===== src/rtl/led_code_scheduler.sv =====
// Shares one user LED among NREQ requesters: round-robin grant, blink code of k pulses, quiet gap, ACK.
// Optional IDLE heartbeat on the LED when LED_CODE_SCHEDULER_HEARTBEAT_EN is defined.
module led_code_scheduler #(
    parameter int CLK_HZ    = 16000000,
    parameter int TICK_HZ   = 1000,
    parameter int NREQ      = 4,
    parameter int ON_TICKS  = 200,
    parameter int OFF_TICKS = 200,
    parameter int GAP_TICKS = 1000,
    localparam int ID_W     = (NREQ > 1) ? $clog2(NREQ) : 1
) (
    input  logic              CLK,
    input  logic              RST_N,
    input  logic [NREQ-1:0]   REQ,
    input  logic [4*NREQ-1:0] CODE,
    output logic [NREQ-1:0]   ACK,
    output logic [ID_W-1:0]   GNT_ID,
    output logic              BUSY,
    output logic              LED
);

    localparam int DIV   = CLK_HZ / TICK_HZ;
    localparam int PS_W  = $clog2(DIV);
    localparam int MAX_T = (ON_TICKS > OFF_TICKS)
                         ? ((ON_TICKS > GAP_TICKS) ? ON_TICKS : GAP_TICKS)
                         : ((OFF_TICKS > GAP_TICKS) ? OFF_TICKS : GAP_TICKS);
    localparam int PH_W  = $clog2(MAX_T + 1);

    typedef enum logic [1:0] {IDLE, ON, OFF, GAP} state_t;

    state_t          state;
    logic [PS_W-1:0] ps;
    logic [PH_W-1:0] ph;
    logic [3:0]      pulses;
    logic [ID_W-1:0] ptr;
    logic            tick;

    logic [3:0]      code_arr [NREQ];
    logic [NREQ-1:0] elig;
    logic            found;
    logic [ID_W-1:0] win;
    logic [ID_W-1:0] cand;
    logic [3:0]      win_code;

`ifdef LED_CODE_SCHEDULER_HEARTBEAT_EN
    localparam int HB_HALF = TICK_HZ / 2;
    localparam int HB_W    = $clog2(HB_HALF + 1);
    logic [HB_W-1:0] hb_cnt;
    logic            hb_lvl;
`endif

    for (genvar g = 0; g < NREQ; g++) begin : g_code
        assign code_arr[g] = CODE[4*g +: 4];
    end

    assign tick = (ps == PS_W'(DIV - 1));
    // A requester whose ACK is high this cycle is not eligible again yet.
    assign elig = REQ & ~ACK;

    always_comb begin
        found = 1'b0;
        win   = '0;
        cand  = '0;
        for (int off = 1; off <= NREQ; off++) begin
            cand = ID_W'((int'(ptr) + off) % NREQ);
            if (!found && elig[cand]) begin
                found = 1'b1;
                win   = cand;
            end
        end
        win_code = code_arr[win];
    end

    always_ff @(posedge CLK) begin
        if (!RST_N) begin
            state  <= IDLE;
            LED    <= 1'b0;
            ACK    <= '0;
            BUSY   <= 1'b0;
            GNT_ID <= '0;
            ps     <= '0;
            ph     <= '0;
            pulses <= '0;
            ptr    <= ID_W'(NREQ - 1);
`ifdef LED_CODE_SCHEDULER_HEARTBEAT_EN
            hb_cnt <= '0;
            hb_lvl <= 1'b1;
`endif
        end else begin
            ACK <= '0;
            ps  <= tick ? '0 : ps + 1'b1;
            case (state)
                IDLE: begin
                    if (found) begin
                        // Restart the prescaler so every phase is a whole number of ticks.
                        GNT_ID <= win;
                        ptr    <= win;
                        BUSY   <= 1'b1;
                        ps     <= '0;
                        ph     <= '0;
                        pulses <= win_code;
                        if (win_code != 4'd0) begin
                            state <= ON;
                            LED   <= 1'b1;
                        end else begin
                            state <= GAP;
                            LED   <= 1'b0;
                        end
`ifdef LED_CODE_SCHEDULER_HEARTBEAT_EN
                        hb_cnt <= '0;
                        hb_lvl <= 1'b1;
`endif
                    end
`ifdef LED_CODE_SCHEDULER_HEARTBEAT_EN
                    else begin
                        LED <= hb_lvl;
                        if (tick) begin
                            if (hb_cnt == HB_W'(HB_HALF - 1)) begin
                                hb_cnt <= '0;
                                hb_lvl <= ~hb_lvl;
                            end else begin
                                hb_cnt <= hb_cnt + 1'b1;
                            end
                        end
                    end
`endif
                end
                ON: begin
                    if (tick) begin
                        if (ph == PH_W'(ON_TICKS - 1)) begin
                            ph    <= '0;
                            state <= OFF;
                            LED   <= 1'b0;
                        end else begin
                            ph <= ph + 1'b1;
                        end
                    end
                end
                OFF: begin
                    if (tick) begin
                        if (ph == PH_W'(OFF_TICKS - 1)) begin
                            ph     <= '0;
                            pulses <= pulses - 4'd1;
                            if (pulses > 4'd1) begin
                                state <= ON;
                                LED   <= 1'b1;
                            end else begin
                                state <= GAP;
                            end
                        end else begin
                            ph <= ph + 1'b1;
                        end
                    end
                end
                GAP: begin
                    if (tick) begin
                        if (ph == PH_W'(GAP_TICKS - 1)) begin
                            ph          <= '0;
                            ACK[GNT_ID] <= 1'b1;
                            BUSY        <= 1'b0;
                            LED         <= 1'b0;
                            state       <= IDLE;
                        end else begin
                            ph <= ph + 1'b1;
                        end
                    end
                end
                default: state <= IDLE;
            endcase
        end
    end

endmodule


===== config.mk =====
export PLATFORM = sky130hd
export DESIGN_NAME = led_code_scheduler
export DESIGN_NICKNAME = d
export VERILOG_FILES = /design/src/rtl/led_code_scheduler.sv
export SDC_FILE = /design/constraint.sdc
export NUM_CORES = 1
export LEC_CHECK = 0
export CAP_MARGIN = 40
export CORE_UTILIZATION = 25
export DETAILED_ROUTE_END_ITERATION = 8
export MAX_ROUTING_LAYER = met4
export PLACE_DENSITY = 0.45
export SLEW_MARGIN = 20
export SYNTH_ARGS = -nofsm -noshare
export SYNTH_HDL_FRONTEND = slang
export SYNTH_SLANG_ARGS = --single-unit

===== constraint.sdc =====
create_clock -name CLK -period 2.41 [get_ports CLK]
set_input_delay 0.482 -clock CLK [delete_from_list [all_inputs] [get_ports CLK]]
set_output_delay 0.482 -clock CLK [all_outputs]
set_load 0.01 [all_outputs]

======== Word-level counts from Yosys, hierarchy flattened ========
Cells that the tools add are included.
storage, ports and cells
  register bits ........................... 40
  latch bits .............................. 0
  bits in writable memories ............... 0
  ROM bits ................................ 0
  bits of input ports ..................... 22
  word-level logic and storage cells ...... 117
  memories kept ........................... 0
operators by class
  add/subtract/negate cells ............... 7
  multipliers ............................. 0
  div/mod/pow operators ................... 0
  magnitude comparators ................... 8
  equal/unequal tests ..................... 15
  shift operators ......................... 0
  mux-type cells .......................... 56
  bitwise gates (word level) .............. 3
  reduce and logical (&&, ||, !) cells .... 19
operators by type and width
  kind                                                count
  two-way mux 10 bit                                  5
  two-way mux 14 bit                                  3
  case mux 10 bit (3 select lines)                    1
  two-way mux 2 bit                                   13
  two-way mux 4 bit                                   5
  two-way mux 1 bit                                   19
  inequality test 2 bit, second input constant        8
  < comparator 2 x 3 -> 1 bit, second input constant  5
  adder 14 x 1 -> 14 bit, second input constant       1
  == test 14 bit, second input constant               1
  AND reduction 4 bit                                 3
  adder 10 x 1 -> 10 bit, second input constant       1
  == test 10 bit, second input constant               1
  == test 10 x 8 -> 1 bit, second input constant      1
  binary-select mux 1 bit (select 2 bit)              4
  binary-select mux 4 bit (select 2 bit)              1
  case mux 2 bit (4 select lines)                     1
  case mux 4 bit (2 select lines)                     1
  AND reduction 8 bit                                 1
  AND reduction 7 bit                                 1
  adder 2 x 1 -> 2 bit, second input constant         2
  adder 2 bit, second input constant                  2
  AND 4 bit                                           1
  == test 2 bit, second input constant                2
  other kinds (19)                                    25

======== Longest topological paths before layout ========
  depth after elaboration ................. 22
  depth in mapped cells ................... 9
  mapped depth without buffers ............ 8

======== Worst setup path before layout ========
No wires, ideal clock.
  path kind ............................... register to register
  start ................................... reg ph[0]
  end ..................................... reg state[1]
  arrival ................................. 2.348 ns
  data required time ...................... 2.295 ns
  setup slack ............................. -0.054 ns
  stages on the path, launching flop included .. 9
  path buffers ............................ 0
  clock period less this slack ............ 2.464 ns
  cell sequence ........................... dfxtp_1 > ha_1 > nand4bb_1 > or4_1 > or3b_4 > a221oi_4 > mux2_1 > nand2_1 > o21ai_2
between the ends
  longest elaborated chain between the ends .. 3
  elaborated cells between the ends (all ways) .. 6
  those cells by class .................... 5 x eq/ne; 1 x reduce/logical
ends and longest elaborated chain
  item                                                       RTL line       RTL
  start, declared                                            33             logic [PH_W-1:0] ph;
  start signal, assigned                                     135            ph <= ph + 1'b1;
  start signal, assigned                                     151            ph <= ph + 1'b1;
  start signal, assigned                                     164            ph <= ph + 1'b1;
  == test 10 x 8 -> 1 bit or == test 10 bit (tied branches)  130, 141, 157
  inequality test 2 bit (no source line)                     n/a
  AND reduction 7 bit (no source line) *                     n/a
  end signal, assigned                                       132            state <= OFF;
  end signal, assigned                                       145            state <= ON;
  end signal, assigned                                       148            state <= GAP;
  end, declared                                              31             state_t state;
Every way passes the cells marked *; elsewhere a longest branch is shown, timed or not.
A chain may end at the register's enable or synchronous reset.

======== Final worst setup path ========
  start ................................... reg ph[1]
  end ..................................... reg pulses[2]
between the ends
  longest elaborated chain between the ends .. 3
ends and longest elaborated chain
  item                                    RTL line  RTL
  == test 10 x 8 -> 1 bit                 141       if (ph == PH_W'(OFF_TICKS - 1)) begin
  inequality test 2 bit (no source line)  n/a
  AND reduction 4 bit (no source line)    n/a
  end signal, assigned                    101       pulses <= win_code;
  end signal, assigned                    143       pulses <= pulses - 4'd1;
  end, declared                           34        logic [3:0] pulses;
Every way passes these cells.

==> impl_summary.log <==
INFO  metric top_level_ports = 30
INFO  metric start_util = 26.10%
INFO  metric drt_iter0_markers = 60
INFO  metric critical_path_buf_inv_count = 1
INFO  metric dp.cells = slightly above 400
INFO  metric die_h = approximately 95 microns
INFO  metric mapped_nets = approximately 280
INFO  metric synth.ff_latch_count = 40
INFO  metric crit_path_max_incr_delay = 450 ps
INFO  metric postSynthCellCount = 250
INFO  metric die_area = 9039 sq um
INFO  metric layoutNonFillerInstCount = ~420
INFO  metric power_density_relative_to_cell_area = 861.2 nW/um^2
INFO  metric routed_via_density = 4.448
INFO  metric regToRegStartpoint = ph[1]
INFO  metric area_delta_synth_final = 39.46%
INFO  metric insertedDiodeCount = 0
INFO  metric num-nets-final = 349
INFO  metric library_cell_used_as_clock_root_buffer = clkbuf_8
INFO  metric place_hpwl = 3703 microns
INFO  metric dominantRegCellSynth = dfxtp_1
INFO  metric setup.worst_path.end_class = flop
INFO  metric cts-hold-fix-buffers = 0
INFO  metric clock_tree_from_tritoncts = done
INFO  metric period_minus_slack = 2374 ps
INFO  metric total_switching_power = 918.0 uW
INFO  metric antenna_violations_before_repair = 0
INFO  metric grt_use_total = 12.09%
INFO  metric netlist-cell-type-count = 46
INFO  metric setup-violations-final = 0
INFO  metric tns = 0 ps
INFO  metric min_path_cells = 1
INFO  metric fp-row-count = 33
INFO  metric drv_cap = 0
INFO  metric critical_path.slowest_cell = or4_4
INFO  metric critical_path.reg2reg.endpoint = pulses[2]
INFO  metric routed_wl = 4987 microns
INFO  metric grt_setup_unrepaired = true
INFO  metric synthesis.yosys.warnings = 0
INFO  metric regToRegSetupSlack = approximately 36 ps
INFO  metric antenna_violating_nets_post_route = 0
INFO  metric grt_pass1_vias = 1917
INFO  metric worst_setup_start_kind = flop
INFO  metric setup.worst_path.class = reg2reg
INFO  metric power.share.switching = 35.29%
INFO  metric wl_per_cell = about 12 microns
INFO  metric synth-edff-count = 0
INFO  metric worstSkewPairLatency = about 290 ps
INFO  metric layout_cells_sized_above_1 = 21.00%
INFO  metric status = complete, no violations
INFO  metric pin_count_of_the_biggest_net_entering_global_routing = 18
INFO  metric grt_remaining_overflow = 0
INFO  metric worst_hold_path_type = reg2reg
INFO  metric ordered_list_of_cells_on_the_worst_path = ha_4 -> nand4bb_1 -> or4_4 -> or3b_4 -> a211oi_4 -> buf_4 -> and2_1 -> a32o_2
INFO  metric startpoint_of_the_tightest_hold_check_path = pulses[3]
INFO  metric drt_drc_violations_left = 0
INFO  metric finClkSkew = 10.19 ps
INFO  metric cp.arrival = between 2000 and 3000 ps
INFO  metric min_delay_worst_endpoint = pulses[3]
INFO  metric leakage = between 1 and 1.5 nW
INFO  metric synth-async-reset-ratio = 0%
INFO  metric cts_htree_levels = 2
INFO  metric vias = 1886
INFO  metric grt_first_pass_wirelength = approximately 8300 microns
INFO  metric finalHoldViolCount = 0
INFO  metric cts-root-to-sink-buffers = 2
INFO  metric ys_seq_area_share = 36.97%
INFO  metric cp_data_required_time = 2640 ps
INFO  metric fmax = 0.4212 GHz
INFO  metric router_iterations_before_antenna_repair = 5
INFO  metric combinationalPowerShare = 44.2%
INFO  metric power.sequential.fraction = 33.3%
INFO  metric fin_crit_sh = 98.52%
INFO  metric io_buffers = 29
INFO  metric cp_top_family = simple AND/OR/NAND/NOR gates
INFO  metric gp_routability_congestion = 0.7346
INFO  metric intPower = between 1.5 and 2 mW
INFO  metric fp.coreArea = 8299 sq um
INFO  metric power.ir.vdd_worst = 298.2 uV
INFO  metric worst_setup_hold_path_clk_slew = 80 ps
INFO  metric relSlewSlack = between 70% and 80%
INFO  metric pwr-share-clk = approximately 22%
INFO  metric cts_num_sinks = 40
INFO  metric synth.avg_cell_area = about 8.7 sq um
INFO  metric critPathMaxFanout = 6
INFO  metric die_w = 95.08 microns
INFO  metric cts_buffers = 5
INFO  metric register_to_register_path_depth = 8
INFO  metric slew_violations = 0
INFO  metric netlist_area = 2166 sq um
INFO  metric max_slew.worst_pin.slew = 319.2 ps
## synthesized netlist by cell type (5+ instances only)
master    count  share of area (%)
nand3_1      10                2.3
xor2_1        9                3.6
o21ai_0      13                3.0
nand2_1      19                3.3
ha_1          9                5.2
nand4_1       6                1.7
and3_1        5                1.4
nor2b_1       7                2.0
dfxtp_1      40                 37
a21oi_1       5                1.2
xnor2_1      10                4.0
nor2_1       34                5.9
nor3_1        5                1.2
inv_1        11                1.9
clkbuf_1      5               0.87
mux2i_1      10                4.6
## worst max path at each step
stage,slack [ps],end,cells past startpoint,from
after floorplan,10,state[1],8,ph[1]
after global placement,-200,pulses[3],8,REQ[3]
after detailed placement,-280,LED,9,REQ[1]
after CTS,0.8,state[1],8,ph[1]
after global routing,-80,pulses[2],8,ph[1]
final,40,pulses[2],8,ph[1]
## repair_timing
| item | 4_1_cts | 5_1_grt |
|---|---|---|
| pin swaps | 5 | 6 |
| hold endpoints to repair | 0 | 0 |
| setup endpoints to repair | 6 | 9 |
| setup buffers | 5 | 2 |
| gates resized for setup | 5 | 9 |
## stage by stage
step | util (%) | hold slack, ps | power [mW] | instance area [sq um] | setup WS [ps]
after CTS | 35.97 | 520.3 | 2.602 | 2985 | 0.7505
after detailed placement | 33.77 | 501.8 | 1.951 | 2803 | -276.1
after floorplan | - | 441.5 | 1.569 | 2170 | 9.588
final | 36.39 | 518.9 | 2.601 | 3020 | 35.75
after global placement | 33.77 | 499.5 | 1.953 | 2803 | -200.4
after global routing | 36.39 | 528.3 | 2.788 | 3020 | -82.18
## state kept, by name (all words and copies together), names as in the netlist
name / count
BUSY: 1
GNT_ID: 2
pulses: 4
state: 2
ACK: 4
ptr: 2
ph: 10
ps: 14
LED: 1
## metal layers
metal,part of all wire [%],vias up,track usage (%)
met5,0,-,-
met4,1.2,0,4.798
met3,2.4,4,2.791
met2,46,18,19.23
met1,51,857,14.74
li1,-,1007,-
## placed cells by master (no fill, tap or decap), drive strengths merged, types with 4 or more instances in the layout
cell           instances
dfxtp                 40
buf                   39
nor2                  34
clkdlybuf4s50         29
nand2                 19
o21ai                 15
inv                   11
nand3                 10
xnor2                 10
mux2i                 10
xor2                   9
ha                     9
nor2b                  7
nand4                  6
clkbuf                 6
a21oi                  5
and3                   5
nor4                   5
nor3                   5
mux2                   5
and2                   4
## kinds of logic (layout without fill, tap and decap cells)
kind of cell | count (synthesis) | count (layout) | synth area share (%)
AOI/OAI and AO/OA | 37 | 37 | 12.94
xor gates and xnor gates | 19 | 19 | 7.683
adders and majority gates | 9 | 9 | 5.199
buffers and inverters | 18 | 87 | 3.235
DFF | 40 | 40 | 36.97
muxes | 15 | 15 | 7.221
and+or+nand+nor | 112 | 112 | 26.75
## final cells by class
type,count,area [sq um]
timing repair buffer,68,586.8
multi-input combinational,192,1336
clock inverter,2,38.79
clock buffer,6,82.58
inverter,11,41.29
tap,105,131.4
fill,843,5279
sequential,40,803.3
## power by group through the flow
stage / clock network (mW) / registers (mW) / logic, mW
5_1_grt: 0.625 / 0.885 / 1.28
6_report: 0.584 / 0.867 / 1.15
3_3_place_gp: 0 / 0.878 / 1.07
2_1_floorplan: 0 / 0.866 / 0.703
3_5_place_dp: 0 / 0.877 / 1.07
4_1_cts: 0.601 / 0.865 / 1.14
Note: power is estimated with default switching activity, not from simulation.
